===== src/rtl/mmio_uart_tx.sv =====
// Memory-mapped 8N1 serial transmitter: bus stores feed a TX FIFO that is
// drained onto out_tx, while loads return status and configuration.
module mmio_uart_tx #(
  parameter int FIFO_DEPTH     = 8,
  parameter int BAUD_DIV_RESET = 16
) (
  input  logic        i_clk,
  input  logic        i_rst,
  input  logic        in_sel,
  input  logic [1:0]  in_addr,
  input  logic        in_re_web,
  input  logic [31:0] in_write_data,
  input  logic [3:0]  in_byte_en,
  output logic [31:0] out_read_data,
  output logic        out_tx,
  output logic        out_irq
);

  localparam int AW = $clog2(FIFO_DEPTH);
  localparam int CW = AW + 1;
  localparam logic [CW-1:0] FULL_CNT = CW'(FIFO_DEPTH);

  typedef enum logic [1:0] {
    ST_IDLE  = 2'd0,
    ST_START = 2'd1,
    ST_DATA  = 2'd2,
    ST_STOP  = 2'd3
  } state_t;

  logic [7:0]    fifo_mem_r [FIFO_DEPTH];
  logic [AW-1:0] wr_ptr_r;
  logic [AW-1:0] rd_ptr_r;
  logic [CW-1:0] count_r;
  logic          overflow_r;
  logic [15:0]   baud_div_r;
  logic          tx_en_r;
  logic          irq_en_r;
  state_t        state_r;
  state_t        state_nx_s;
  logic [15:0]   baud_cnt_r;
  logic [15:0]   baud_cnt_nx_s;
  logic [2:0]    bit_cnt_r;
  logic [2:0]    bit_cnt_nx_s;
  logic [7:0]    shift_r;
  logic [7:0]    shift_nx_s;
  logic          tx_r;
  logic          tx_nx_s;
  logic          irq_r;
  logic          irq_nx_s;

  logic          wr_s;
  logic          rd_s;
  logic          push_req_s;
  logic          push_s;
  logic          pop_s;
  logic          ovf_set_s;
  logic          ovf_clr_s;
  logic          full_s;
  logic          empty_s;
  logic          busy_s;
  logic          bit_end_s;
  logic [7:0]    head_s;
  logic [15:0]   baud_merge_s;
  logic [15:0]   baud_wr_s;
  logic [31:0]   status_s;
  logic          unused_s;

  assign unused_s = ^in_write_data[31:16];

  assign out_tx  = tx_r;
  assign out_irq = irq_r;

  // Bus decode and FIFO handshake terms
  always_comb begin
    wr_s       = in_sel & ~in_re_web;
    rd_s       = in_sel & in_re_web;
    full_s     = (count_r == FULL_CNT);
    empty_s    = (count_r == {CW{1'b0}});
    busy_s     = (state_r != ST_IDLE);
    bit_end_s  = (baud_cnt_r == 16'd0);
    head_s     = fifo_mem_r[rd_ptr_r];
    push_req_s = wr_s & (in_addr == 2'd0) & in_byte_en[0];
    ovf_clr_s  = wr_s & (in_addr == 2'd1) & in_byte_en[0] & in_write_data[3];
    // The FSM samples empty before this cycle's push, so push-into-empty never pops
    pop_s      = tx_en_r & ~empty_s &
                 ((state_r == ST_IDLE) | ((state_r == ST_STOP) & bit_end_s));
    push_s     = push_req_s & (~full_s | pop_s);
    ovf_set_s  = push_req_s & full_s & ~pop_s;
  end

  // BAUDDIV byte-lane merge with zero clamped to one
  always_comb begin
    baud_merge_s = baud_div_r;
    if (in_byte_en[0]) begin
      baud_merge_s[7:0] = in_write_data[7:0];
    end else begin
      baud_merge_s[7:0] = baud_div_r[7:0];
    end
    if (in_byte_en[1]) begin
      baud_merge_s[15:8] = in_write_data[15:8];
    end else begin
      baud_merge_s[15:8] = baud_div_r[15:8];
    end
    if (baud_merge_s == 16'd0) begin
      baud_wr_s = 16'd1;
    end else begin
      baud_wr_s = baud_merge_s;
    end
  end

  // Configuration registers and sticky overflow flag
  always_ff @(posedge i_clk or negedge i_rst) begin
    if (!i_rst) begin
      baud_div_r <= BAUD_DIV_RESET[15:0];
      tx_en_r    <= 1'b0;
      irq_en_r   <= 1'b0;
      overflow_r <= 1'b0;
    end else begin
      if (wr_s && (in_addr == 2'd2)) begin
        baud_div_r <= baud_wr_s;
      end
      if (wr_s && (in_addr == 2'd3) && in_byte_en[0]) begin
        tx_en_r  <= in_write_data[0];
        irq_en_r <= in_write_data[1];
      end
      if (ovf_set_s) begin
        overflow_r <= 1'b1;
      end else if (ovf_clr_s) begin
        overflow_r <= 1'b0;
      end
    end
  end

  // FIFO storage; contents need no reset since count gates every read
  always_ff @(posedge i_clk) begin
    if (push_s) begin
      fifo_mem_r[wr_ptr_r] <= in_write_data[7:0];
    end
  end

  // FIFO pointers and occupancy
  always_ff @(posedge i_clk or negedge i_rst) begin
    if (!i_rst) begin
      wr_ptr_r <= {AW{1'b0}};
      rd_ptr_r <= {AW{1'b0}};
      count_r  <= {CW{1'b0}};
    end else begin
      if (push_s) begin
        wr_ptr_r <= wr_ptr_r + AW'(1);
      end
      if (pop_s) begin
        rd_ptr_r <= rd_ptr_r + AW'(1);
      end
      case ({push_s, pop_s})
        2'b10:   count_r <= count_r + CW'(1);
        2'b01:   count_r <= count_r - CW'(1);
        default: count_r <= count_r;
      endcase
    end
  end

  // TX FSM state register
  always_ff @(posedge i_clk or negedge i_rst) begin
    if (!i_rst) begin
      state_r <= ST_IDLE;
    end else begin
      state_r <= state_nx_s;
    end
  end

  // TX FSM next-state logic
  always_comb begin
    state_nx_s = state_r;
    case (state_r)
      ST_IDLE: begin
        if (pop_s) begin
          state_nx_s = ST_START;
        end else begin
          state_nx_s = ST_IDLE;
        end
      end
      ST_START: begin
        if (bit_end_s) begin
          state_nx_s = ST_DATA;
        end else begin
          state_nx_s = ST_START;
        end
      end
      ST_DATA: begin
        if (bit_end_s && (bit_cnt_r == 3'd0)) begin
          state_nx_s = ST_STOP;
        end else begin
          state_nx_s = ST_DATA;
        end
      end
      ST_STOP: begin
        if (bit_end_s && pop_s) begin
          state_nx_s = ST_START;
        end else if (bit_end_s) begin
          state_nx_s = ST_IDLE;
        end else begin
          state_nx_s = ST_STOP;
        end
      end
      default: state_nx_s = ST_IDLE;
    endcase
  end

  // Bit timer, bit counter and shifter; the timer reloads from BAUDDIV at each boundary
  always_comb begin
    shift_nx_s    = shift_r;
    bit_cnt_nx_s  = bit_cnt_r;
    baud_cnt_nx_s = baud_cnt_r;
    case (state_r)
      ST_IDLE: begin
        if (pop_s) begin
          shift_nx_s    = head_s;
          bit_cnt_nx_s  = 3'd7;
          baud_cnt_nx_s = baud_div_r - 16'd1;
        end else begin
          baud_cnt_nx_s = baud_cnt_r;
        end
      end
      ST_START: begin
        if (bit_end_s) begin
          baud_cnt_nx_s = baud_div_r - 16'd1;
        end else begin
          baud_cnt_nx_s = baud_cnt_r - 16'd1;
        end
      end
      ST_DATA: begin
        if (bit_end_s) begin
          baud_cnt_nx_s = baud_div_r - 16'd1;
          if (bit_cnt_r != 3'd0) begin
            shift_nx_s   = {1'b0, shift_r[7:1]};
            bit_cnt_nx_s = bit_cnt_r - 3'd1;
          end else begin
            bit_cnt_nx_s = bit_cnt_r;
          end
        end else begin
          baud_cnt_nx_s = baud_cnt_r - 16'd1;
        end
      end
      ST_STOP: begin
        if (bit_end_s) begin
          baud_cnt_nx_s = baud_div_r - 16'd1;
          if (pop_s) begin
            shift_nx_s   = head_s;
            bit_cnt_nx_s = 3'd7;
          end else begin
            bit_cnt_nx_s = bit_cnt_r;
          end
        end else begin
          baud_cnt_nx_s = baud_cnt_r - 16'd1;
        end
      end
      default: baud_cnt_nx_s = 16'd0;
    endcase
  end

  // Output logic: line level follows the upcoming state so out_tx stays a flop
  always_comb begin
    tx_nx_s = 1'b1;
    case (state_nx_s)
      ST_START: tx_nx_s = 1'b0;
      ST_DATA:  tx_nx_s = shift_nx_s[0];
      default:  tx_nx_s = 1'b1;
    endcase
    irq_nx_s = irq_en_r & empty_s & ~busy_s;
  end

  // Datapath and output registers
  always_ff @(posedge i_clk or negedge i_rst) begin
    if (!i_rst) begin
      shift_r    <= 8'd0;
      bit_cnt_r  <= 3'd0;
      baud_cnt_r <= 16'd0;
      tx_r       <= 1'b1;
      irq_r      <= 1'b0;
    end else begin
      shift_r    <= shift_nx_s;
      bit_cnt_r  <= bit_cnt_nx_s;
      baud_cnt_r <= baud_cnt_nx_s;
      tx_r       <= tx_nx_s;
      irq_r      <= irq_nx_s;
    end
  end

  // STATUS word assembly
  always_comb begin
    status_s            = 32'd0;
    status_s[0]         = full_s;
    status_s[1]         = empty_s;
    status_s[2]         = busy_s;
    status_s[3]         = overflow_r;
    status_s[8 +: CW]   = count_r;
  end

  // Side-effect-free read mux
  always_comb begin
    out_read_data = 32'd0;
    if (rd_s) begin
      case (in_addr)
        2'd1:    out_read_data = status_s;
        2'd2:    out_read_data = {16'd0, baud_div_r};
        2'd3:    out_read_data = {30'd0, irq_en_r, tx_en_r};
        default: out_read_data = 32'd0;
      endcase
    end else begin
      out_read_data = 32'd0;
    end
  end

  mmio_uart_tx_chk #(.FIFO_DEPTH(FIFO_DEPTH)) u_chk (
    .i_clk (i_clk),
    .i_rst (i_rst),
    .count (count_r),
    .busy  (busy_s),
    .tx    (tx_r),
    .full  (full_s),
    .empty (empty_s)
  );

endmodule

// Structural invariants of the transmitter.
module mmio_uart_tx_chk #(
  parameter int FIFO_DEPTH = 8
) (
  input logic                        i_clk,
  input logic                        i_rst,
  input logic [$clog2(FIFO_DEPTH):0] count,
  input logic                        busy,
  input logic                        tx,
  input logic                        full,
  input logic                        empty
);

  a_count_range: assert property (@(posedge i_clk) disable iff (!i_rst)
    count <= ($clog2(FIFO_DEPTH) + 1)'(FIFO_DEPTH));

  a_idle_line_high: assert property (@(posedge i_clk) disable iff (!i_rst)
    !busy |-> tx);

  a_flags_exclusive: assert property (@(posedge i_clk) disable iff (!i_rst)
    !(full && empty));

endmodule


===== config.mk =====
export PLATFORM = sky130hd
export DESIGN_NAME = mmio_uart_tx
export DESIGN_NICKNAME = d
export VERILOG_FILES = /design/src/rtl/mmio_uart_tx.sv
export SDC_FILE = /design/constraint.sdc
export NUM_CORES = 1
export LEC_CHECK = 0
export BUFFER_PORTS_ARGS = -buffer_cell sky130_fd_sc_hd__buf_2
export CORE_UTILIZATION = 40
export CTS_BUF_LIST = sky130_fd_sc_hd__clkbuf_8
export CTS_CLUSTER_SIZE = 14
export DETAILED_ROUTE_END_ITERATION = 7
export GPL_TIMING_DRIVEN = 1
export PLACE_DENSITY_LB_ADDON = 0.08
export SLEW_MARGIN = 15
export SYNTH_ARGS = -nofsm -noshare
export SYNTH_HDL_FRONTEND = slang
export SYNTH_SLANG_ARGS = --single-unit

===== constraint.sdc =====
create_clock -name i_clk -period 4 [get_ports i_clk]
set_clock_uncertainty 0.2 [all_clocks]
set_input_delay 0.2 -clock i_clk [delete_from_list [all_inputs] [get_ports i_clk]]
set_output_delay 0.2 -clock i_clk [all_outputs]
set_load 0.01 [all_outputs]

==> results of run 1 <==
-- metal layers --
metal  vias up  track usage  share of wire
met4         0      0.05252         0.0097
li1       2101            -              -
met5         -            0              0
met2       105       0.3050           0.46
met3        11      0.04355          0.041
met1      2233       0.2867           0.49
-- flip-flops by register name, indices dropped and copies added (netlist names) --
signal,cells
fifo_mem_r,64
irq_en_r,1
wr_ptr_r,3
state_r,2
baud_cnt_r,16
bit_cnt_r,3
baud_div_r,16
rd_ptr_r,3
out_tx,1
tx_en_r,1
shift_r,8
overflow_r,1
count_r,4
out_irq,1
-- stage by stage --
stage / instance area [sq um] / std cells / hold WS (ns) / power [mW] / util
after detailed placement: 6731 / 777 / 0.1599 / 3.426 / 0.4412
after CTS: 7353 / 829 / 0.005616 / 4.642 / 0.4819
final: 7353 / 829 / 0.03390 / 4.606 / 0.4819
after global placement: 6731 / 777 / 0.1447 / 3.403 / 0.4412
after global routing: 7353 / 829 / 0.02545 / 4.912 / 0.4819
after floorplan: 6352 / 547 / -0.2956 / 2.992 / -
-- final cells by class --
cell class / instances / area, sq um / area share
clock buffers: 17 / 234.0 / 0.03182
inverters: 19 / 71.32 / 0.009699
well taps: 211 / 264.0 / 0.03590
repair buffers: 77 / 525.5 / 0.07147
multi-input cells: 366 / 2645 / 0.3597
clock inverters: 15 / 187.7 / 0.02552
flip-flops and latches: 124 / 3426 / 0.4659
-- kinds of logic (layout without fill, tap and decap cells) --
group,Yosys count,after routing,synth area share
adders and majority gates,12,12,0.02385
muxes,46,46,0.1075
DFF,124,124,0.5441
buffers and inverters,57,128,0.04472
AOI/OAI and AO/OA,110,110,0.1145
xor gates and xnor gates,21,21,0.02921
other,1,16,0.0005956
and+or+nand+nor,161,161,0.1355
-- critical path: stages, from the launching register on --
cell                            delay, ns
sky130_fd_sc_hd__dfrtp_1             0.43
sky130_fd_sc_hd__inv_1               0.07
sky130_fd_sc_hd__ha_1                0.18
sky130_fd_sc_hd__or3b_1              0.44
sky130_fd_sc_hd__or4_1               0.71
sky130_fd_sc_hd__o31ai_4             0.29
sky130_fd_sc_hd__a21oi_1             0.14
sky130_fd_sc_hd__a21oi_1             0.16
sky130_fd_sc_hd__o21ai_0             0.09
sky130_fd_sc_hd__dlygate4sd3_1       0.58
-- placed cells by master (no fill, tap or decap), types with 4 or more instances in the layout --
cell                            count
sky130_fd_sc_hd__edfxtp_1          64
sky130_fd_sc_hd__dfrtp_1           58
sky130_fd_sc_hd__buf_2             41
sky130_fd_sc_hd__nor2_1            39
sky130_fd_sc_hd__nand2_1           33
sky130_fd_sc_hd__a21oi_1           25
sky130_fd_sc_hd__o21ai_0           24
sky130_fd_sc_hd__inv_1             21
sky130_fd_sc_hd__nor3_1            20
sky130_fd_sc_hd__dlygate4sd3_1     20
sky130_fd_sc_hd__mux2_2            19
sky130_fd_sc_hd__clkbuf_8          17
sky130_fd_sc_hd__a22oi_1           16
sky130_fd_sc_hd__conb_1            16
sky130_fd_sc_hd__buf_4             16
sky130_fd_sc_hd__mux4_2            15
sky130_fd_sc_hd__nor4_1            14
sky130_fd_sc_hd__ha_1              12
sky130_fd_sc_hd__mux2i_1           11
sky130_fd_sc_hd__xnor2_1           11
sky130_fd_sc_hd__xor2_1            10
sky130_fd_sc_hd__and2_1             9
sky130_fd_sc_hd__o21ai_1            8
sky130_fd_sc_hd__nand3b_1           6
sky130_fd_sc_hd__nand2b_1           6
sky130_fd_sc_hd__or2_2              5
sky130_fd_sc_hd__a31oi_1            5
sky130_fd_sc_hd__a21o_1             5
sky130_fd_sc_hd__inv_6              5
sky130_fd_sc_hd__nand3_1            4
sky130_fd_sc_hd__nor2b_1            4
sky130_fd_sc_hd__or3_1              4
sky130_fd_sc_hd__clkinv_4           4
-- power breakdown --
part | switching (mW) | total (mW) | internal (mW)
Sequential | 0.339 | 1.92 | 1.58
Combinational | 0.789 | 1.49 | 0.705
Clock | 0.564 | 1.19 | 0.630
-- how the worst max path moves through the flow --
| stage | start | to | slack, ns | cells after the start |
|---|---|---|---|---|
| 5_1_grt | baud_cnt_r[0]$_DFFE_PN0P_ | fifo_mem_r[0][0]$_DFFE_PP_ | 0.33 | 9 |
| 3_3_place_gp | baud_cnt_r[0]$_DFFE_PN0P_ | fifo_mem_r[4][6]$_DFFE_PP_ | 0.58 | 9 |
| 4_1_cts | baud_cnt_r[0]$_DFFE_PN0P_ | fifo_mem_r[4][4]$_DFFE_PP_ | 0.54 | 9 |
| 3_5_place_dp | baud_cnt_r[0]$_DFFE_PN0P_ | fifo_mem_r[4][4]$_DFFE_PP_ | 0.59 | 9 |
| 6_report | baud_cnt_r[0]$_DFFE_PN0P_ | overflow_r$_DFFE_PN0P_ | 0.59 | 9 |
| 2_1_floorplan | baud_cnt_r[0]$_DFFE_PN0P_ | fifo_mem_r[4][0]$_DFFE_PP_ | 0.54 | 9 |
==> results.txt, run 1 <==
----------------------------------------------------
[Outcome]
  Status ... finished, final reports clean

[Finish]
  Diodes inserted ... 0
  Number of nets in the layout ... 659
  Layout cell share with drive strength beyond 1 ... 0.2249
  Fill cell instance count of the final layout ... 1369
  Growth of design area from synthesis to finish ... 16.79%

[Timing]
  Worst-Margin Slew ... 0.8750 ns
  Setup slack after layout ... 0.5885 ns
  Max-slew violation count ... 0
  Minimum period implied by the final worst setup slack ... 3.411 ns
  Remaining max-slew budget at the tightest pin ... 0.4145
  Number of setup violations in the final report ... 0
  Timing-limited maximum frequency ... 293.1 MHz
  Total Neg Setup Slack ... 0 ns
  RSZ-0062 raised after global routing ... no
  Final hold viol count ... 0
  Post-route clock period utilization ... 0.8529

[Synthesis]
  Netlist cell types ... 64
  Async set-or-reset flop fraction in the synthesized netlist ... 0.4839
  Flip-flop and latch count after synthesis ... 124
  Mapped Cells ... 532
  Part of the Yosys area used for sequential elements ... 0.5441
  Leading cell types by count after synthesis ... sky130_fd_sc_hd__edfxtp_1, sky130_fd_sc_hd__dfrtp_1, sky130_fd_sc_hd__nor2_1
  Post-synth EDFFs ... 64
  Dominant register cell in the synthesized netlist ... sky130_fd_sc_hd__edfxtp_1
  Most numerous cell in the Yosys netlist ... sky130_fd_sc_hd__edfxtp_1
  Share of Yosys cell area claimed by the top area cell type ... 0.3052
  Per-instance average area after synthesis ... 11.83 sq um
  Largest cells by area after synthesis ... sky130_fd_sc_hd__edfxtp_1, sky130_fd_sc_hd__dfrtp_1, sky130_fd_sc_hd__mux4_2
  Post-synthesis instance area ... 6296 sq um
  Number of warnings reported in the yosys synthesis log ... 0
  Area leader, netlist ... sky130_fd_sc_hd__edfxtp_1

[Die]
  Placeable core region ... 15260 sq um
  Height of the die ... 127.5 microns
  Die Footprint ... 16250 sq um
  Number of top-level pins ... 76
  Floorplan die width ... 127.5 microns
  Initial Utilization ... 0.4126
  Number of rows created at floorplan ... 45

[Min path]
  Hold Crit Class ... input pin to flip-flop
  Hold Path Depth ... 4
  Hold-critical path endpoint ... baud_div_r[0]$_DFFE_PN0P_
  Hold Crit Start ... in_re_web

[Global route]
  Vias in the first global route ... 4380
  Largest net degree at the start of global routing ... 35
  Global routing usage summed across all routing layers ... 0.1994
  Initial antenna violation count ... 0
  Remaining Overflow, GRT ... 0
  Global-route wire length before repair ... 24.21 mm

[Clock network]
  CTS Hold Buffers Added ... 20
  Clock Sink Count ... 124
  CTS tree ... done
  Number of buffers inserted by post-CTS setup repair ... 0
  Skew-Pair Late Insertion Delay ... 0.44 ns
  H-tree depth reported by CTS ... 4
  Post-cts sizing count ... 0
  Num CTS Buffers ... 17
  Clock transition at the registers of the reported paths ... 0.08 ns
  Root buf cell ... sky130_fd_sc_hd__clkbuf_8
  Max clock buf depth ... 2

[Drt]
  DRC Markers ... 0
  Average detailed-routed wire length per instance ... 18.11 microns
  Total length of routed wires ... 15.02 mm
  Number of iterations in the first detailed-routing pass ... 5
  Starting DRT DRC Count ... 334
  Routed Antenna Nets ... 0
  Vias per inst ... 5.368
  DR vias ... 4450

[Job]
  Maxcap violations ... 0

[Worst setup path]
  Worst endpoint required time ... 4.12 ns
  Source of the worst register-to-register timing path ... baud_cnt_r[0]$_DFFE_PN0P_
  Category of the worst setup path capture point ... flip-flop
  Worst reg2reg path depth ... 9
  Data arrival time at the worst-slack endpoint ... 3.53 ns
  Type of element launching the critical path ... flip-flop
  Maximum net fanout on the critical path ... 8
  Flop-to-flop setup slack ... 0.59 ns
  End of the worst register-to-register path ... overflow_r$_DFFE_PN0P_
  Kind of critical path ... flip-flop to flip-flop

[Placement]
  Placed wire-length estimate ... 10.27 mm
  Number of buffers added on ports ... 41
  Final weighted congestion in routability-driven placement ... 0.7902
  Setup slack at placement ... 0.5881 ns

[Power]
  PwrDens ... 626.3 nW/um^2
  Pleak ... 2.892 nW
  Peak supply drop ... 0.3733 mV

----------------------------------------------------
(Power assumes the default switching activity.)
==> inputs of run 2 (changes only) <==
--- a/config.mk
+++ b/config.mk
@@ -5,6 +5,7 @@
 export SDC_FILE = /design/constraint.sdc
 export NUM_CORES = 1
 export LEC_CHECK = 0
+export ABC_AREA = 1
 export BUFFER_PORTS_ARGS = -buffer_cell sky130_fd_sc_hd__buf_2
 export CORE_UTILIZATION = 40
 export CTS_BUF_LIST = sky130_fd_sc_hd__clkbuf_8
==> results.txt, run 2 <==
----------------------------------------------------
[Outcome]
  Status ... finished, final reports clean

[Drt]
  DRC Markers ... 0
  Total length of routed wires ... 16.23 mm
  Starting DRT DRC Count ... 307
  Average detailed-routed wire length per instance ... 15.11 microns
  Number of iterations in the first detailed-routing pass ... 7
  DR vias ... 5444
  Vias per inst ... 5.069
  Routed Antenna Nets ... 0

[Die]
  Initial Utilization ... 0.4138
  Number of top-level pins ... 76
  Floorplan die width ... 130.7 microns
  Die Footprint ... 17070 sq um
  Height of the die ... 130.7 microns
  Placeable core region ... 16000 sq um
  Number of rows created at floorplan ... 46

[Timing]
  Max-slew violation count ... 0
  Number of setup violations in the final report ... 0
  Total Neg Setup Slack ... 0 ns
  RSZ-0062 raised after global routing ... no
  Timing-limited maximum frequency ... 338.7 MHz
  Worst-Margin Slew ... 0.7700 ns
  Final hold viol count ... 0
  Post-route clock period utilization ... 0.7382
  Setup slack after layout ... 1.047 ns
  Minimum period implied by the final worst setup slack ... 2.953 ns
  Remaining max-slew budget at the tightest pin ... 0.4866

[Worst setup path]
  Crit path launch ... baud_cnt_r[0]$_DFFE_PN0P_
  Worst path cell trace ... inv_1, ha_1, nand2_2, nor2_4, nand3_1, nand2_2, nand2_4, a21oi_4, inv_2, or2_4, nor3_2
  Stages on the worst setup path ... 11
  Category of the worst setup path capture point ... flip-flop
  Dominant cell type by count on the critical path ... sky130_fd_sc_hd__nand2_2
  Source of the worst register-to-register timing path ... baud_cnt_r[0]$_DFFE_PN0P_
  Worst setup path endpoint ... fifo_mem_r[4][1]$_DFFE_PP_
  Worst endpoint required time ... 3.86 ns
  Gate family responsible for the most delay along the worst path ... simple AND/OR/NAND/NOR gates
  Flop-to-flop setup slack ... 1.05 ns
  Kind of critical path ... flip-flop to flip-flop
  Worst reg2reg path depth ... 11
  Maximum net fanout on the critical path ... 8
  Type of element launching the critical path ... flip-flop
  Critical Path Slowest Stage Cell ... sky130_fd_sc_hd__nor3_2
  Count of buffering cells on the critical path with inverters included ... 2
  End of the worst register-to-register path ... fifo_mem_r[4][1]$_DFFE_PP_
  Crit path largest cell delay ... 0.58 ns
  Data arrival time at the worst-slack endpoint ... 2.82 ns

[Synthesis]
  Fraction of the mapped netlist area in adder cells ... 0.02268
  XOR/XNOR share of the synthesized area ... 0.01852
  Number of warnings reported in the yosys synthesis log ... 0
  Area fraction in and, or, nand and nor cells after synthesis ... 0.2389
  Post-synth EDFFs ... 64
  Share of Yosys cell area claimed by the top area cell type ... 0.2902
  Main combinational cell family by area after synthesis ... simple AND/OR/NAND/NOR gates
  Async set-or-reset flop fraction in the synthesized netlist ... 0.4839
  Mux share of post-synthesis cell area ... 0
  Dominant register cell in the synthesized netlist ... sky130_fd_sc_hd__edfxtp_1
  Part of the Yosys area used for sequential elements ... 0.5174
  Leading cell types by count after synthesis ... sky130_fd_sc_hd__nand2_1, sky130_fd_sc_hd__o21ai_0, sky130_fd_sc_hd__inv_1
  Largest cells by area after synthesis ... sky130_fd_sc_hd__edfxtp_1, sky130_fd_sc_hd__dfrtp_1, sky130_fd_sc_hd__nand2_1
  Per-instance average area after synthesis ... 8.489 sq um
  Area fraction in compound gates after synthesis ... 0.1200
  Post-synthesis instance area ... 6621 sq um
  Area leader, netlist ... sky130_fd_sc_hd__edfxtp_1
  Most numerous cell in the Yosys netlist ... sky130_fd_sc_hd__nand2_1
  Flip-flop and latch count after synthesis ... 124
  Mapped Cells ... 780
  Netlist cell types ... 43

[Min path]
  Hold Crit Class ... input pin to flip-flop

[Finish]
  Most common library cell in the layout ignoring fill and taps ... sky130_fd_sc_hd__nand2_1
  Most frequent cells in the layout ... sky130_fd_sc_hd__nand2_1, sky130_fd_sc_hd__o21ai_0, sky130_fd_sc_hd__inv_1
  Number of nets in the layout ... 899
  Layout Utilization ... 0.4722
  Layout cell share with drive strength beyond 1 ... 0.1247
  Diodes inserted ... 0
  Growth of design area from synthesis to finish ... 14.10%
  Top flop regs ... fifo_mem_r: 64 flops, baud_cnt_r: 16 flops, baud_div_r: 16 flops
  Top reg by flops ... fifo_mem_r
  Max reg flops ... 64
  Final Cell Area ... 7555 sq um

[Global route]
  Global-route wire length before repair ... 26.48 mm
  Global routing usage summed across all routing layers ... 0.2060
  Vias in the first global route ... 5188
  Largest net degree at the start of global routing ... 34
  Initial antenna violation count ... 0
  Remaining Overflow, GRT ... 0

[Power]
  Power consumption ... 4.517 mW
  Pleak ... 3.225 nW
  Peak supply drop ... 0.2962 mV
  PwrDens ... 597.9 nW/um^2

[Clock network]
  Number of buffers inserted by post-CTS setup repair ... 0
  Clock transition at the registers of the reported paths ... 0.07 ns
  Max clock buf depth ... 2
  Skew-Pair Late Insertion Delay ... 0.44 ns
  Clock Sink Count ... 124
  Root buf cell ... sky130_fd_sc_hd__clkbuf_8
  H-tree depth reported by CTS ... 4
  Post-cts sizing count ... 0
  Num CTS Buffers ... 17
  CTS tree ... done

[Job]
  Maxcap violations ... 0

[Placement]
  Number of buffers added on ports ... 41
  Final weighted congestion in routability-driven placement ... 0.8005
  Setup slack at placement ... 1.008 ns
  Placed wire-length estimate ... 11.37 mm
  Placed standard-cell area ... 7020 sq um

----------------------------------------------------
[run 2: cell count changes after synthesis, moves of 15 or more]
cell                      before  now
sky130_fd_sc_hd__inv_1        19   76
sky130_fd_sc_hd__nor2_1       39   60
sky130_fd_sc_hd__o21ai_0      24   90
sky130_fd_sc_hd__nand3_1       4   63
sky130_fd_sc_hd__mux2_2       19    0
sky130_fd_sc_hd__a22oi_1      16    0
sky130_fd_sc_hd__nand2_1      33  189
sky130_fd_sc_hd__mux4_2       15    0
[run 2: layer usage]
metal / up-vias / share of wire / global-route usage / wire, microns
met1: 2581 / 0.48 / 0.2770 / 7827
li1: 2719 / - / - / -
met3: 15 / 0.037 / 0.04560 / 605
met2: 129 / 0.47 / 0.3368 / 7622
met4: 0 / 0.010 / 0.05274 / 170
met5: - / 0 / 0 / 0
[run 2: tightest hold or removal path, stage by stage]
cell,delay [ns]
sky130_fd_sc_hd__buf_2,0.10
sky130_fd_sc_hd__inv_1,0.09
sky130_fd_sc_hd__nor4_1,0.09
sky130_fd_sc_hd__nand2_1,0.06
sky130_fd_sc_hd__o21ai_0,0.07
[run 2: logic make-up after synthesis]
logic type | after synthesis
AOI/OAI and AO/OA | 144
xor gates and xnor gates | 14
and+or+nand+nor | 363
buffers and inverters | 122
DFF | 124
adders and majority gates | 12
other | 1
[run 2: worst min path at each step]
stage	start	end	slack, ns	cells after the start
floorplan	i_rst	baud_cnt_r[0]$_DFFE_PN0P_	-0.30	0
global placement	i_rst	rd_ptr_r[2]$_DFFE_PN0N_	0.11	1
detailed placement	i_rst	rd_ptr_r[2]$_DFFE_PN0N_	0.12	1
CTS	in_addr[0]	tx_en_r$_DFFE_PN0P_	0.01	5
global route	in_byte_en[0]	overflow_r$_DFFE_PN0P_	0.07	4
finish	in_sel	tx_en_r$_DFFE_PN0P_	0.04	5
[run 2: report_power, final]
group	switching (mW)	internal [mW]
clock network	0.508	0.494
registers	0.200	1.58
logic	1.15	0.584
[run 2: timing repair]
action                                  in CTS  in global routing
endpoints found under the setup margin       0                  0
endpoints found under the hold margin      104                  0
hold buffers                                18                  0
[run 2: through the flow]
step / hold WS [ns] / std cells
final: 0.03785 / 1074
after global routing: 0.06741 / 1074
after CTS: 0.01112 / 1074
after detailed placement: 0.1211 / 1024
after global placement: 0.1089 / 1024
after floorplan: -0.2956 / 795
[run 2: cell type report]
cell class                 instances  area, sq um
fill                            1599         8446
timing repair buffer              73        490.5
multi-input combinational        549         2714
clock buffer                      18        247.7
clock inverter                    14        106.4
sequential                       124         3426
tap                              216        270.3
inverter                          80        300.3
